--- config.mk ---
export PLATFORM = sky130hd
export DESIGN_NAME = earom_nvram_bridge
export DESIGN_NICKNAME = d
export VERILOG_FILES = /design/src/rtl/earom_nvram_bridge.sv
export SDC_FILE = /design/constraint.sdc
export NUM_CORES = 1
export LEC_CHECK = 0
export ABC_AREA = 1
export CORE_UTILIZATION = 30
export CTS_CLUSTER_DIAMETER = 150
export CTS_CLUSTER_SIZE = 30
export DETAILED_ROUTE_END_ITERATION = 16
export SKIP_CTS_REPAIR_TIMING = 1
export SLEW_MARGIN = 20
export SYNTH_ARGS = -nofsm -noshare
export SYNTH_HDL_FRONTEND = slang
export SYNTH_SLANG_ARGS = --single-unit
--- constraint.sdc ---
create_clock -name clk_12 -period 6 [get_ports clk_12]
set_clock_uncertainty 0.2 [all_clocks]
set_input_delay 0.6 -clock clk_12 [delete_from_list [all_inputs] [get_ports clk_12]]
set_output_delay 0.6 -clock clk_12 [all_outputs]
set_load 0.01 [all_outputs]
--- src/rtl/earom_nvram_bridge.sv ---
// earom_nvram_bridge
// Byte-wide EAROM shadow for the vector cores, clk_12 domain.
// The CPU reads and writes the shadow directly. The HPS restores it through
// the ioctl download path and saves it through the ioctl upload path.
// One single-port RAM is shared with a fixed priority:
//   CPU write > CPU read > HPS download write > HPS upload read.
// An HPS access that loses arbitration is parked in a pending entry and
// retried on the following cycle. At most two CPU cycles can win in a row,
// so an upload read always completes within three cycles.
module earom_nvram_bridge #(
  parameter logic [7:0] NV_INDEX = 8'd4,
  parameter int         ADDR_W   = 6
) (
  input  logic              clk_12,
  input  logic              reset,
  input  logic              ioctl_download,
  input  logic              ioctl_upload,
  input  logic [7:0]        ioctl_index,
  input  logic [24:0]       ioctl_addr,
  input  logic              ioctl_wr,
  input  logic [7:0]        ioctl_dout,
  input  logic              ioctl_rd,
  output logic [7:0]        ioctl_din,
  output logic              ioctl_upload_req,
  input  logic              save_trig,
  input  logic [ADDR_W-1:0] cpu_addr,
  input  logic [7:0]        cpu_din,
  input  logic              cpu_wr,
  input  logic              cpu_rd,
  output logic [7:0]        cpu_dout,
  output logic              dirty
);

  localparam int          DEPTH   = 2 ** ADDR_W;
  localparam logic [24:0] DEPTH_A = 25'(DEPTH);

  typedef enum logic [1:0] {
    ST_IDLE      = 2'd0,
    ST_REQ       = 2'd1,
    ST_UPLOADING = 2'd2,
    ST_DONE      = 2'd3
  } state_t;

  // Shadow storage
  logic [7:0]        mem_r [DEPTH];

  // Qualified HPS strobes
  logic              nv_sel_s;
  logic              dl_new_in_s;
  logic              up_new_s;
  logic              up_new_in_s;
  logic              up_new_oor_s;

  // Pending (lost-arbitration) HPS requests
  logic              dl_pend_r;
  logic [ADDR_W-1:0] dl_pend_addr_r;
  logic [7:0]        dl_pend_data_r;
  logic              up_pend_r;
  logic [ADDR_W-1:0] up_pend_addr_r;

  // Effective HPS requests this cycle (new strobe or retried pending)
  logic              dl_req_s;
  logic [ADDR_W-1:0] dl_addr_s;
  logic [7:0]        dl_data_s;
  logic              up_req_s;
  logic [ADDR_W-1:0] up_addr_s;

  // RAM port
  logic              grant_cpu_rd_s;
  logic              grant_dl_s;
  logic              grant_up_s;
  logic              port_we_s;
  logic [ADDR_W-1:0] port_addr_s;
  logic [7:0]        port_wdata_s;

  // Output and control registers
  logic [7:0]        cpu_dout_r;
  logic [7:0]        ioctl_din_r;
  state_t            state_r;
  logic              upload_req_r;
  logic              dirty_r;
  logic              wr_during_up_r;
  logic              save_trig_d_r;
  logic              upload_d_r;
  logic              download_d_r;

  // Edge detectors for the FSM
  logic              save_rise_s;
  logic              up_rise_s;
  logic              up_fall_s;
  logic              dl_rise_s;
  logic              dl_fall_s;

  // Qualify the raw ioctl strobes and split upload reads by address range.
  // Serving upload reads depends only on this qualifier, never on FSM state.
  always_comb begin
    nv_sel_s     = (ioctl_index == NV_INDEX);
    dl_new_in_s  = ioctl_download & nv_sel_s & ioctl_wr & (ioctl_addr < DEPTH_A);
    up_new_s     = ioctl_upload & nv_sel_s & ioctl_rd;
    up_new_in_s  = up_new_s & (ioctl_addr < DEPTH_A);
    up_new_oor_s = up_new_s & ~(ioctl_addr < DEPTH_A);
  end

  // Merge new HPS strobes with the pending entries. A new upload read always
  // replaces a pending one, including an out-of-range read that needs no RAM.
  always_comb begin
    dl_req_s  = 1'b0;
    dl_addr_s = dl_pend_addr_r;
    dl_data_s = dl_pend_data_r;
    if (dl_new_in_s) begin
      dl_req_s  = 1'b1;
      dl_addr_s = ioctl_addr[ADDR_W-1:0];
      dl_data_s = ioctl_dout;
    end else if (dl_pend_r) begin
      dl_req_s  = 1'b1;
    end else begin
      dl_req_s  = 1'b0;
    end

    up_req_s  = 1'b0;
    up_addr_s = up_pend_addr_r;
    if (up_new_in_s) begin
      up_req_s  = 1'b1;
      up_addr_s = ioctl_addr[ADDR_W-1:0];
    end else if (up_new_oor_s) begin
      up_req_s  = 1'b0;
    end else if (up_pend_r) begin
      up_req_s  = 1'b1;
    end else begin
      up_req_s  = 1'b0;
    end
  end

  // Fixed-priority arbitration of the single RAM port
  always_comb begin
    grant_cpu_rd_s = 1'b0;
    grant_dl_s     = 1'b0;
    grant_up_s     = 1'b0;
    port_we_s      = 1'b0;
    port_addr_s    = up_addr_s;
    port_wdata_s   = cpu_din;
    if (cpu_wr) begin
      port_we_s    = 1'b1;
      port_addr_s  = cpu_addr;
      port_wdata_s = cpu_din;
    end else if (cpu_rd) begin
      grant_cpu_rd_s = 1'b1;
      port_addr_s    = cpu_addr;
    end else if (dl_req_s) begin
      grant_dl_s   = 1'b1;
      port_we_s    = 1'b1;
      port_addr_s  = dl_addr_s;
      port_wdata_s = dl_data_s;
    end else if (up_req_s) begin
      grant_up_s  = 1'b1;
      port_addr_s = up_addr_s;
    end else begin
      port_addr_s = up_addr_s;
    end
  end

  // RAM write port; contents survive reset
  always_ff @(posedge clk_12) begin
    if (port_we_s) begin
      mem_r[port_addr_s] <= port_wdata_s;
    end
  end

  // Synchronous read into whichever requester won the port
  always_ff @(posedge clk_12) begin
    if (reset) begin
      cpu_dout_r  <= 8'h00;
      ioctl_din_r <= 8'hFF;
    end else begin
      if (grant_cpu_rd_s) begin
        cpu_dout_r <= mem_r[port_addr_s];
      end
      if (up_new_oor_s) begin
        ioctl_din_r <= 8'hFF;
      end else if (grant_up_s) begin
        ioctl_din_r <= mem_r[port_addr_s];
      end
    end
  end

  // Park HPS requests that lost arbitration for a retry next cycle
  always_ff @(posedge clk_12) begin
    if (reset) begin
      dl_pend_r      <= 1'b0;
      dl_pend_addr_r <= '0;
      dl_pend_data_r <= 8'h00;
      up_pend_r      <= 1'b0;
      up_pend_addr_r <= '0;
    end else begin
      dl_pend_r      <= dl_req_s & ~grant_dl_s;
      dl_pend_addr_r <= dl_addr_s;
      dl_pend_data_r <= dl_data_s;
      up_pend_r      <= up_req_s & ~grant_up_s;
      up_pend_addr_r <= up_addr_s;
    end
  end

  // Edge detection on the level inputs the FSM reacts to
  always_comb begin
    save_rise_s = save_trig & ~save_trig_d_r;
    up_rise_s   = ioctl_upload & ~upload_d_r & nv_sel_s;
    up_fall_s   = ~ioctl_upload & upload_d_r;
    dl_rise_s   = ioctl_download & ~download_d_r & nv_sel_s;
    dl_fall_s   = ~ioctl_download & download_d_r & nv_sel_s;
  end

  // Autosave FSM with registered upload request and dirty tracking
  always_ff @(posedge clk_12) begin
    if (reset) begin
      state_r        <= ST_IDLE;
      upload_req_r   <= 1'b0;
      dirty_r        <= 1'b0;
      wr_during_up_r <= 1'b0;
      save_trig_d_r  <= 1'b0;
      upload_d_r     <= 1'b0;
      download_d_r   <= 1'b0;
    end else begin
      save_trig_d_r <= save_trig;
      upload_d_r    <= ioctl_upload;
      download_d_r  <= ioctl_download;

      case (state_r)
        ST_IDLE: begin
          if (up_rise_s) begin
            wr_during_up_r <= 1'b0;
            state_r        <= ST_UPLOADING;
          end else if (save_rise_s && dirty_r) begin
            upload_req_r <= 1'b1;
            state_r      <= ST_REQ;
          end
        end
        ST_REQ: begin
          if (dl_rise_s) begin
            upload_req_r <= 1'b0;
            state_r      <= ST_IDLE;
          end else if (up_rise_s) begin
            upload_req_r   <= 1'b0;
            wr_during_up_r <= 1'b0;
            state_r        <= ST_UPLOADING;
          end
        end
        ST_UPLOADING: begin
          if (cpu_wr) begin
            wr_during_up_r <= 1'b1;
          end
          if (up_fall_s) begin
            state_r <= ST_DONE;
          end
        end
        ST_DONE: begin
          state_r <= ST_IDLE;
        end
        default: begin
          upload_req_r <= 1'b0;
          state_r      <= ST_IDLE;
        end
      endcase

      // A snapshot disturbed by a CPU write stays dirty after the save
      if (state_r == ST_DONE) begin
        dirty_r <= wr_during_up_r | cpu_wr;
      end else if (cpu_wr) begin
        dirty_r <= 1'b1;
      end else if (dl_fall_s) begin
        dirty_r <= 1'b0;
      end
    end
  end

  assign cpu_dout         = cpu_dout_r;
  assign ioctl_din        = ioctl_din_r;
  assign ioctl_upload_req = upload_req_r;
  assign dirty            = dirty_r;

endmodule

==> key figures, run 1 <==
Outcome
  – Status: completed

Setup path
  – Worst Path Arrival: 4.57 ns
  – CP Launch Type: primary input
  – Crit-path max FO: 25
  – CP peak stage delay: 0.71 ns
  – Required time of the critical path: between 6 and 7 ns
  – Delay-heaviest family, CP: simple AND/OR/NAND/NOR gates
  – R2r endpoint: mem_r[39][5]$_DFFE_PP_
  – CP Cell Sequence: clkdlybuf4s50_1, nor2_1, nand2_1, nor2_1, nand2_2, nor2_8, nand2_2, nand2_2, nor2_2, nand2_4, nand3_4, clkinv_2, nand3_1, buf_4, nor2_1
  – Critical path class: primary input to flip-flop
  – Path depth of the worst reg2reg path: 10
  – Reg2Reg Setup Slack: 2.36 ns
  – R2r startpoint: dl_pend_r$_SDFF_PP0_
  – Crit-path slowest cell: nor2_1
  – Crit. End Element: flip-flop
  – Critical path buffers and inverters: 3

Synth
  – Yosys top cell by area: edfxtp_1
  – Synthesized area: 24960 um^2
  – Top cell type's share of synthesized area: 61.60%
  – Post-Syn Area per Cell: about 10 um^2
  – Syn Nets: between 2000 and 3000
  – Synth cell types: 34
  – Synth area leaders: edfxtp_1, nand2_1, inv_1, nand3_1, dfxtp_1
  – FF+latch count, synth: 558
  – Synth Warn #: 0
  – Post-synth top flop: edfxtp_1
  – Seq/Total Area, Yosys: approximately 65%
  – FFs w/ async S/R, synth: 0%
  – Number of synthesized flops with an enable pin: 512
  – Mapped Cells: roughly 2600

Cells and area
  – Area Overhead vs Synth: 11.92%
  – Final nets: approximately 2700
  – Fillers: 8345
  – Share of layout cells above drive strength 1: 5.490%
  – Final std cells w/o fill: roughly 3700
  – Area of the multi-input gates: roughly 6000 um^2
  – Antenna diode count: 0
  – Reg area: ~16000 um^2

Global route
  – Global-route wire length before repair: a little under 100 mm
  – Number of global-route vias before repair: approximately 16000
  – Initial antenna violation count: 0
  – Gr ovfl total: 0
  – Largest net degree at the start of global routing: a little under 100
  – GRT Util Overall: 15.11%

Routing
  – Via count: approximately 17000
  – Antenna-violating nets left: 0
  – First-pass iteration count of the detailed router: 5
  – Via density: 4.577
  – Per-cell routed wire length: ~17 um
  – Iter 0 DRT Violations: about 1600
  – Detailed-route DRC error count: 0
  – Final WL: between 60 and 70 mm

Clock tree
  – Clk_lat worst skew: approximately 0.6 ns
  – CTS buffer count: 22
  – Clock buffer depth: 3
  – Clock Sinks: between 500 and 600
  – Root buffer selected by CTS: clkbuf_16
  – CTS tree: built
  – CTS clk-pin slew, worst paths: 0.12 ns
  – H-tree depth: 1

STA
  – Final Hold Vio Count: 0
  – Hold Worst Slack: roughly 0.27 ns
  – Min Clock Period, post-route: around 4.5 ns
  – Max_slew headroom: about two fifths
  – Post-route worst setup slack: approximately 1.5 ns
  – Final period utilization: between 70 and 80%
  – Worst-margin pin slew: ~0.93 ns
  – Peak Freq: approximately 0.22 GHz
  – Setup TNS: 0 ns
  – RSZ-0062 raised after global routing: false
  – Final slew viol count: 0
  – Final setup violation count: 0

Hold path
  – Worst Hold End: dl_pend_addr_r[1]$_SDFF_PP0_
  – Hold path depth: 2
  – Hold wc startpoint: dl_pend_addr_r[1]$_SDFF_PP0_
  – Min-delay worst type: flip-flop to flip-flop

Pwr
  – Int Power: around 0.0052 W
  – Logic pwr share: under 10%
  – Switching portion of total power: approximately a quarter
  – Leakage: 11.96 nW
  – Power Dens Cells: between 200 and 250 nW/um^2
  – Net load switching power: approximately 0.0016 W
  – Worst vdd ir: between 0.15 and 0.2 mV
  – Clock power share: about 28%
  – Reg power frac: 62.7%

Placed design
  – Final GP Congestion: just over 0.8
  – DP Worst Slack: approximately 0.80 ns
  – # port buffers: 81
  – Cell total after placement: roughly 3700
  – HPWL after DPL: a little over 40 mm

Floorplanning
  – I/O Pins: 82
  – Row Count: ~110
  – Die Wd: between 200 and 300 um
  – Die ar.: about 84000 um^2
  – Initial core utilization: between 30% and 40%
  – Core Box Area: 82240 um^2
  – Die Y: roughly 290 um

Run
  – Max Cap Viol: 0
-- how the worst max path moves through the flow --
stage / depth (start not counted) / to / start / slack [ns]
after floorplan: 10 / mem_r[0][5]$_DFFE_PP_ / ioctl_addr[14] / 0.87
after global placement: 15 / mem_r[28][2]$_DFFE_PP_ / ioctl_addr[14] / 0.79
after detailed placement: 15 / mem_r[28][4]$_DFFE_PP_ / ioctl_addr[14] / 0.80
after CTS: 15 / mem_r[28][4]$_DFFE_PP_ / ioctl_addr[14] / 1.41
after global routing: 14 / mem_r[28][4]$_DFFE_PP_ / ioctl_index[2] / 1.22
final: 15 / mem_r[28][0]$_DFFE_PP_ / ioctl_addr[14] / 1.45
-- power groups by stage --
stage / Combinational [W] / Sequential (W) / Clock (W)
3_5_place_dp: 0.000629 / 0.00437 / 0
5_1_grt: 0.000692 / 0.00429 / 0.00207
6_report: 0.000631 / 0.00428 / 0.00192
3_3_place_gp: 0.000622 / 0.00437 / 0
4_1_cts: 0.000631 / 0.00428 / 0.00195
2_1_floorplan: 0.000361 / 0.00438 / 0
-- flip-flops by register name, indices dropped and copies added (netlist names), 2 cells and up --
name	flops
up_pend_addr_r	6
state_r	2
ioctl_din	8
mem_r	512
dl_pend_addr_r	6
cpu_dout	8
dl_pend_data_r	8
-- metrics by stage --
| stage | power [W] | util [%] | cell area (um^2) |
|---|---|---|---|
| finish | 0.006829 | 33.96 | 27930 |
| CTS | 0.006865 | 33.93 | 27900 |
| detailed placement | 0.005000 | 33.14 | 27250 |
| global placement | 0.004993 | 33.11 | 27230 |
| floorplan | 0.004742 | - | 24960 |
| global route | 0.007048 | 33.96 | 27930 |
-- metal layers --
layer | GRT usage [%] | wire (um) | vias up
met5 | 0 | 0 | -
met4 | 3.678 | 1209 | 0
met3 | 1.950 | 3999 | 59
met2 | 24.43 | 29790 | 508
met1 | 21.45 | 29800 | 8091
li1 | - | - | 8329
-- cell usage in the layout, fill, tap and decap left out, drive strengths merged --
master	n
a31oi	2
clkbuf	39
edfxtp	512
nand3	269
o211ai	2
mux2i	11
inv	531
a21oi	22
or2	16
o21ai	80
buf	80
nor2	185
nand2	651
clkdlybuf4s50	81
dfxtp	46
nand4	107
clkinv	2
a311oi	1
nor3	4
-- cells in the mapped netlist, drive strengths merged, types with 11 or more instances --
cell	number
dfxtp	46
inv	532
clkbuf	22
or2	16
edfxtp	512
mux2i	11
buf	90
nand3	269
a21oi	22
o21ai	80
nand4	107
nor2	185
nand2	651
-- worst register-to-register path, stage by stage, from the launching register on --
cell,delay (ns)
dfxtp_1,0.32
inv_1,0.12
nand2_2,0.09
nor2_2,0.26
nand2_1,0.13
nand3_2,0.19
nand2_4,0.24
inv_2,0.53
nand3_1,0.29
buf_4,0.26
nor2_1,0.64
-- logic make-up after synthesis --
kind of cell,count (synthesis),share of synthesized area (%)
buf+inv,644,10.45
flops,558,65.29
compound gates,107,2.251
mux,11,0.4412
simple gates,1232,21.56
-- area by class of cell --
cell class,instances,share of cell area (%)
repair buffers,161,5.259
multi-input cells,1350,22.12
inverters,532,7.154
clock inverters,1,0.05823
clock buffers,39,2.276
flip-flops and latches,558,58.34
well taps,1070,4.793
No activity file was read; power rests on OpenSTA's default activity.
==> run 2, diff against run 1 <==
==> constraint.sdc (replaced) <==
create_clock -name clk_12 -period 4.01 [get_ports clk_12]
set_clock_uncertainty 0.2 [all_clocks]
set_input_delay 0.401 -clock clk_12 [delete_from_list [all_inputs] [get_ports clk_12]]
set_output_delay 0.401 -clock clk_12 [all_outputs]
set_load 0.01 [all_outputs]
==> key figures, run 2 (same netlist as run 1, synthesis figures left out) <==
Hold path
  – Hold wc startpoint: save_trig (was dl_pend_addr_r[1]$_SDFF_PP0_)
  – Min-delay worst type: primary input to flip-flop (was flip-flop to flip-flop)
  – Worst Hold End: save_trig_d_r$_SDFF_PP0_ (was dl_pend_addr_r[1]$_SDFF_PP0_)
  – Hold path depth: 3 (was 2)

Pwr
  – Leakage: 12.54 nW (was 11.96 nW)
  – Design Power: 0.01026 W (was 0.006829 W)
  – Power Dens Cells: 354.7 nW/um^2 (was 244.5 nW/um^2)
  – Worst vdd ir: 0.4019 mV (was 0.1579 mV)

Clock tree
  – Clk_lat worst skew: 0.60 ns (was 0.59 ns)
  – Clock buffer depth: 3 (unchanged)
  – H-tree depth: 1 (unchanged)
  – Clock Sinks: 558 (unchanged)
  – CTS clk-pin slew, worst paths: 0.12 ns (about the same)
  – Root buffer selected by CTS: clkbuf_16 (unchanged)
  – CTS buffer count: 22 (unchanged)
  – CTS tree: built (unchanged)

Setup path
  – R2r endpoint: cpu_dout[7]$_SDFFE_PP0P_ (was mem_r[39][5]$_DFFE_PP_)
  – R2r startpoint: dl_pend_r$_SDFF_PP0_ (unchanged)
  – CP Launch Type: primary input (unchanged)
  – CP peak stage delay: 0.46 ns (was 0.71 ns)
  – Reg2Reg Setup Slack: 1.08 ns (was 2.36 ns)
  – Crit-path max FO: 27 (was 25)
  – Crit-path slowest cell: clkdlybuf4s50_1 (was nor2_1)
  – Required time of the critical path: 4.33 ns (was 6.03 ns)
  – Cell mode on critical path: nand2_1
  – Crit. End Element: flip-flop (unchanged)
  – Path depth of the worst reg2reg path: 15 (was 10)
  – CP Cell Sequence: clkdlybuf4s50_1, nand2_1, nor2_2, nand3_1, nor2_4, nand2_2, nand2_1, nand2_1, nand2_4, nand3_4, clkinv_2, buf_12, buf_12, nand2_1, nand3_1, nand2_1, o21ai_1, nand2_1, nor2_1, nand3_1, nand2_1, inv_1 (was clkdlybuf4s50_1, nor2_1, nand2_1, nor2_1, nand2_2, nor2_8, nand2_2, nand2_2, nor2_2, nand2_4, nand3_4, clkinv_2, nand3_1, buf_4, nor2_1)
  – Critical path class: primary input to flip-flop (unchanged)
  – Worst Path Arrival: 3.79 ns (was 4.57 ns)

Placed design
  – # port buffers: 81 (unchanged)
  – Final GP Congestion: 0.8350 (was 0.8256)
  – HPWL after DPL: 41.89 mm (was 40.50 mm)
  – Placed cell area: 28290 um^2 (was 27250 um^2)
  – DP Worst Slack: -0.03012 ns (was 0.7996 ns)

Cells and area
  – Area Overhead vs Synth: 15.85% (was 11.92%)
  – Most common cell after layout, fill and taps aside: nand2_1 (unchanged)
  – Share of layout cells above drive strength 1: 8.694% (was 5.490%)
  – Post-layout util: 35.16% (was 33.96%)
  – Final Cell Area: 28910 um^2 (was 27930 um^2)
  – Max FFs per register: 512 (unchanged)
  – Antenna diode count: 0 (unchanged)
  – Final nets: 2781 (was 2689)
  – Commonest cells after routing, fill and taps aside: nand2_1, inv_1, edfxtp_1 (unchanged)
  – Most flop-heavy register: mem_r (unchanged)
  – Fillers: 8263 (was 8345)

Routing
  – Final WL: 65.59 mm (was 64.80 mm)
  – Antenna-violating nets left: 0 (unchanged)
  – Iter 0 DRT Violations: 1581 (was 1579)
  – First-pass iteration count of the detailed router: 5 (unchanged)
  – Detailed-route DRC error count: 0 (unchanged)
  – Per-cell routed wire length: 17.28 um (was 17.46 um)
  – Via count: 17324 (was 16987)
  – Via density: 4.564 (was 4.577)

Global route
  – Largest net degree at the start of global routing: 105 (was 99)
  – Global-route wire length before repair: 100.8 mm (was 99.10 mm)
  – Number of global-route vias before repair: 16615 (was 15981)
  – Initial antenna violation count: 1 (was 0)
  – GRT Util Overall: 15.44% (was 15.11%)
  – Gr ovfl total: 0 (unchanged)

Floorplanning
  – Die ar.: 84350 um^2 (unchanged)
  – Core Box Area: 82240 um^2 (unchanged)
  – Die Wd: 290.4 um (unchanged)
  – Die Y: 290.4 um (unchanged)
  – Initial core utilization: 30.35% (unchanged)
  – Row Count: 105 (unchanged)
  – I/O Pins: 82 (unchanged)

STA
  – Peak Freq: 0.2874 GHz
  – Final period utilization: just under 90%
  – RSZ-0062 raised after global routing: false (unchanged)
  – Final setup violation count: 0 (unchanged)
  – Post-route worst setup slack: 0.5303 ns (was 1.452 ns)
  – Setup TNS: 0 ns (unchanged)
  – Worst-margin pin slew: 1.028 ns (was 0.9263 ns)
  – Final slew viol count: 0 (unchanged)
  – Max_slew headroom: 31.21% (was 38.25%)
  – Min Clock Period, post-route: 3.480 ns
  – Final Hold Vio Count: 0 (unchanged)

Outcome
  – Status: completed (unchanged)

Run
  – Max Cap Viol: 0 (unchanged)
[run 2: cell count changes in the layout (fill, tap and decap cells not counted)]
| cell | before | now |
|---|---|---|
| buf_4 | 76 | 142 |
| clkbuf_1 | 16 | 9 |
| buf_16 | 1 | 0 |
| buf_12 | 3 | 30 |
[run 2: worst max path at each step]
stage	to	startpoint
after global routing	cpu_dout[7]$_SDFFE_PP0P_	ioctl_index[2]
after detailed placement	cpu_dout[7]$_SDFFE_PP0P_	ioctl_index[2]
after CTS	cpu_dout[7]$_SDFFE_PP0P_	ioctl_index[2]
final	cpu_dout[7]$_SDFFE_PP0P_	ioctl_index[2]
after global placement	cpu_dout[7]$_SDFFE_PP0P_	ioctl_addr[15]
after floorplan	mem_r[0][5]$_DFFE_PP_	ioctl_addr[14]
[run 2: report_power, final]
part           total (W)  internal [W]  switching (W)  leakage [nW]
clock            0.00282       0.00108        0.00174         0.301
combinational    0.00103      0.000355       0.000675          7.25
sequential       0.00641       0.00639      0.0000228          4.98
total             0.0103       0.00782        0.00244          12.5
[run 2: area by class of cell]
class | instances | area [um^2] | share of cell area (%)
flip-flops and latches | 558 | 16300 | 56.36
multi-input cells | 1350 | 6178 | 21.37
repair buffers | 253 | 2477 | 8.568
inverters | 532 | 1998 | 6.911
well taps | 1070 | 1339 | 4.630
clock buffers | 32 | 609.3 | 2.107
clock inverters | 1 | 16.27 | 0.05626
[run 2: critical path, delay by kind of cell]
| kind | cells | cell delay [ns] |
|---|---|---|
| buffers and inverters | 5 | 1.10 |
| AOI/OAI and AO/OA | 1 | 0.26 |
| and+or+nand+nor | 16 | 1.98 |
[run 2: per-layer routing]
layer	track usage [%]	share of wire [%]	vias to the layer above
met5	0	0.020	-
met4	3.897	2.3	2
met3	2.684	7.2	75
met2	24.34	45	563
met1	21.95	45	8182
li1	-	-	8502
[run 2: through the flow]
stage | cells | hold slack [ns]
after floorplan | 2552 | 0.2439
after global placement | 3763 | 0.2557
after detailed placement | 3763 | 0.2593
after CTS | 3796 | 0.1356
after global routing | 3796 | 0.1555
final | 3796 | 0.1482
==> run 3, diff against run 2 <==
--- a/config.mk
+++ b/config.mk
@@ -6,6 +6,7 @@
 export NUM_CORES = 1
 export LEC_CHECK = 0
 export ABC_AREA = 1
+export CORE_MARGIN = 1
 export CORE_UTILIZATION = 30
 export CTS_CLUSTER_DIAMETER = 150
 export CTS_CLUSTER_SIZE = 30
==> results of run 3 <==
Same layout as run 2: the final DEF is identical, and so are final timing and power.
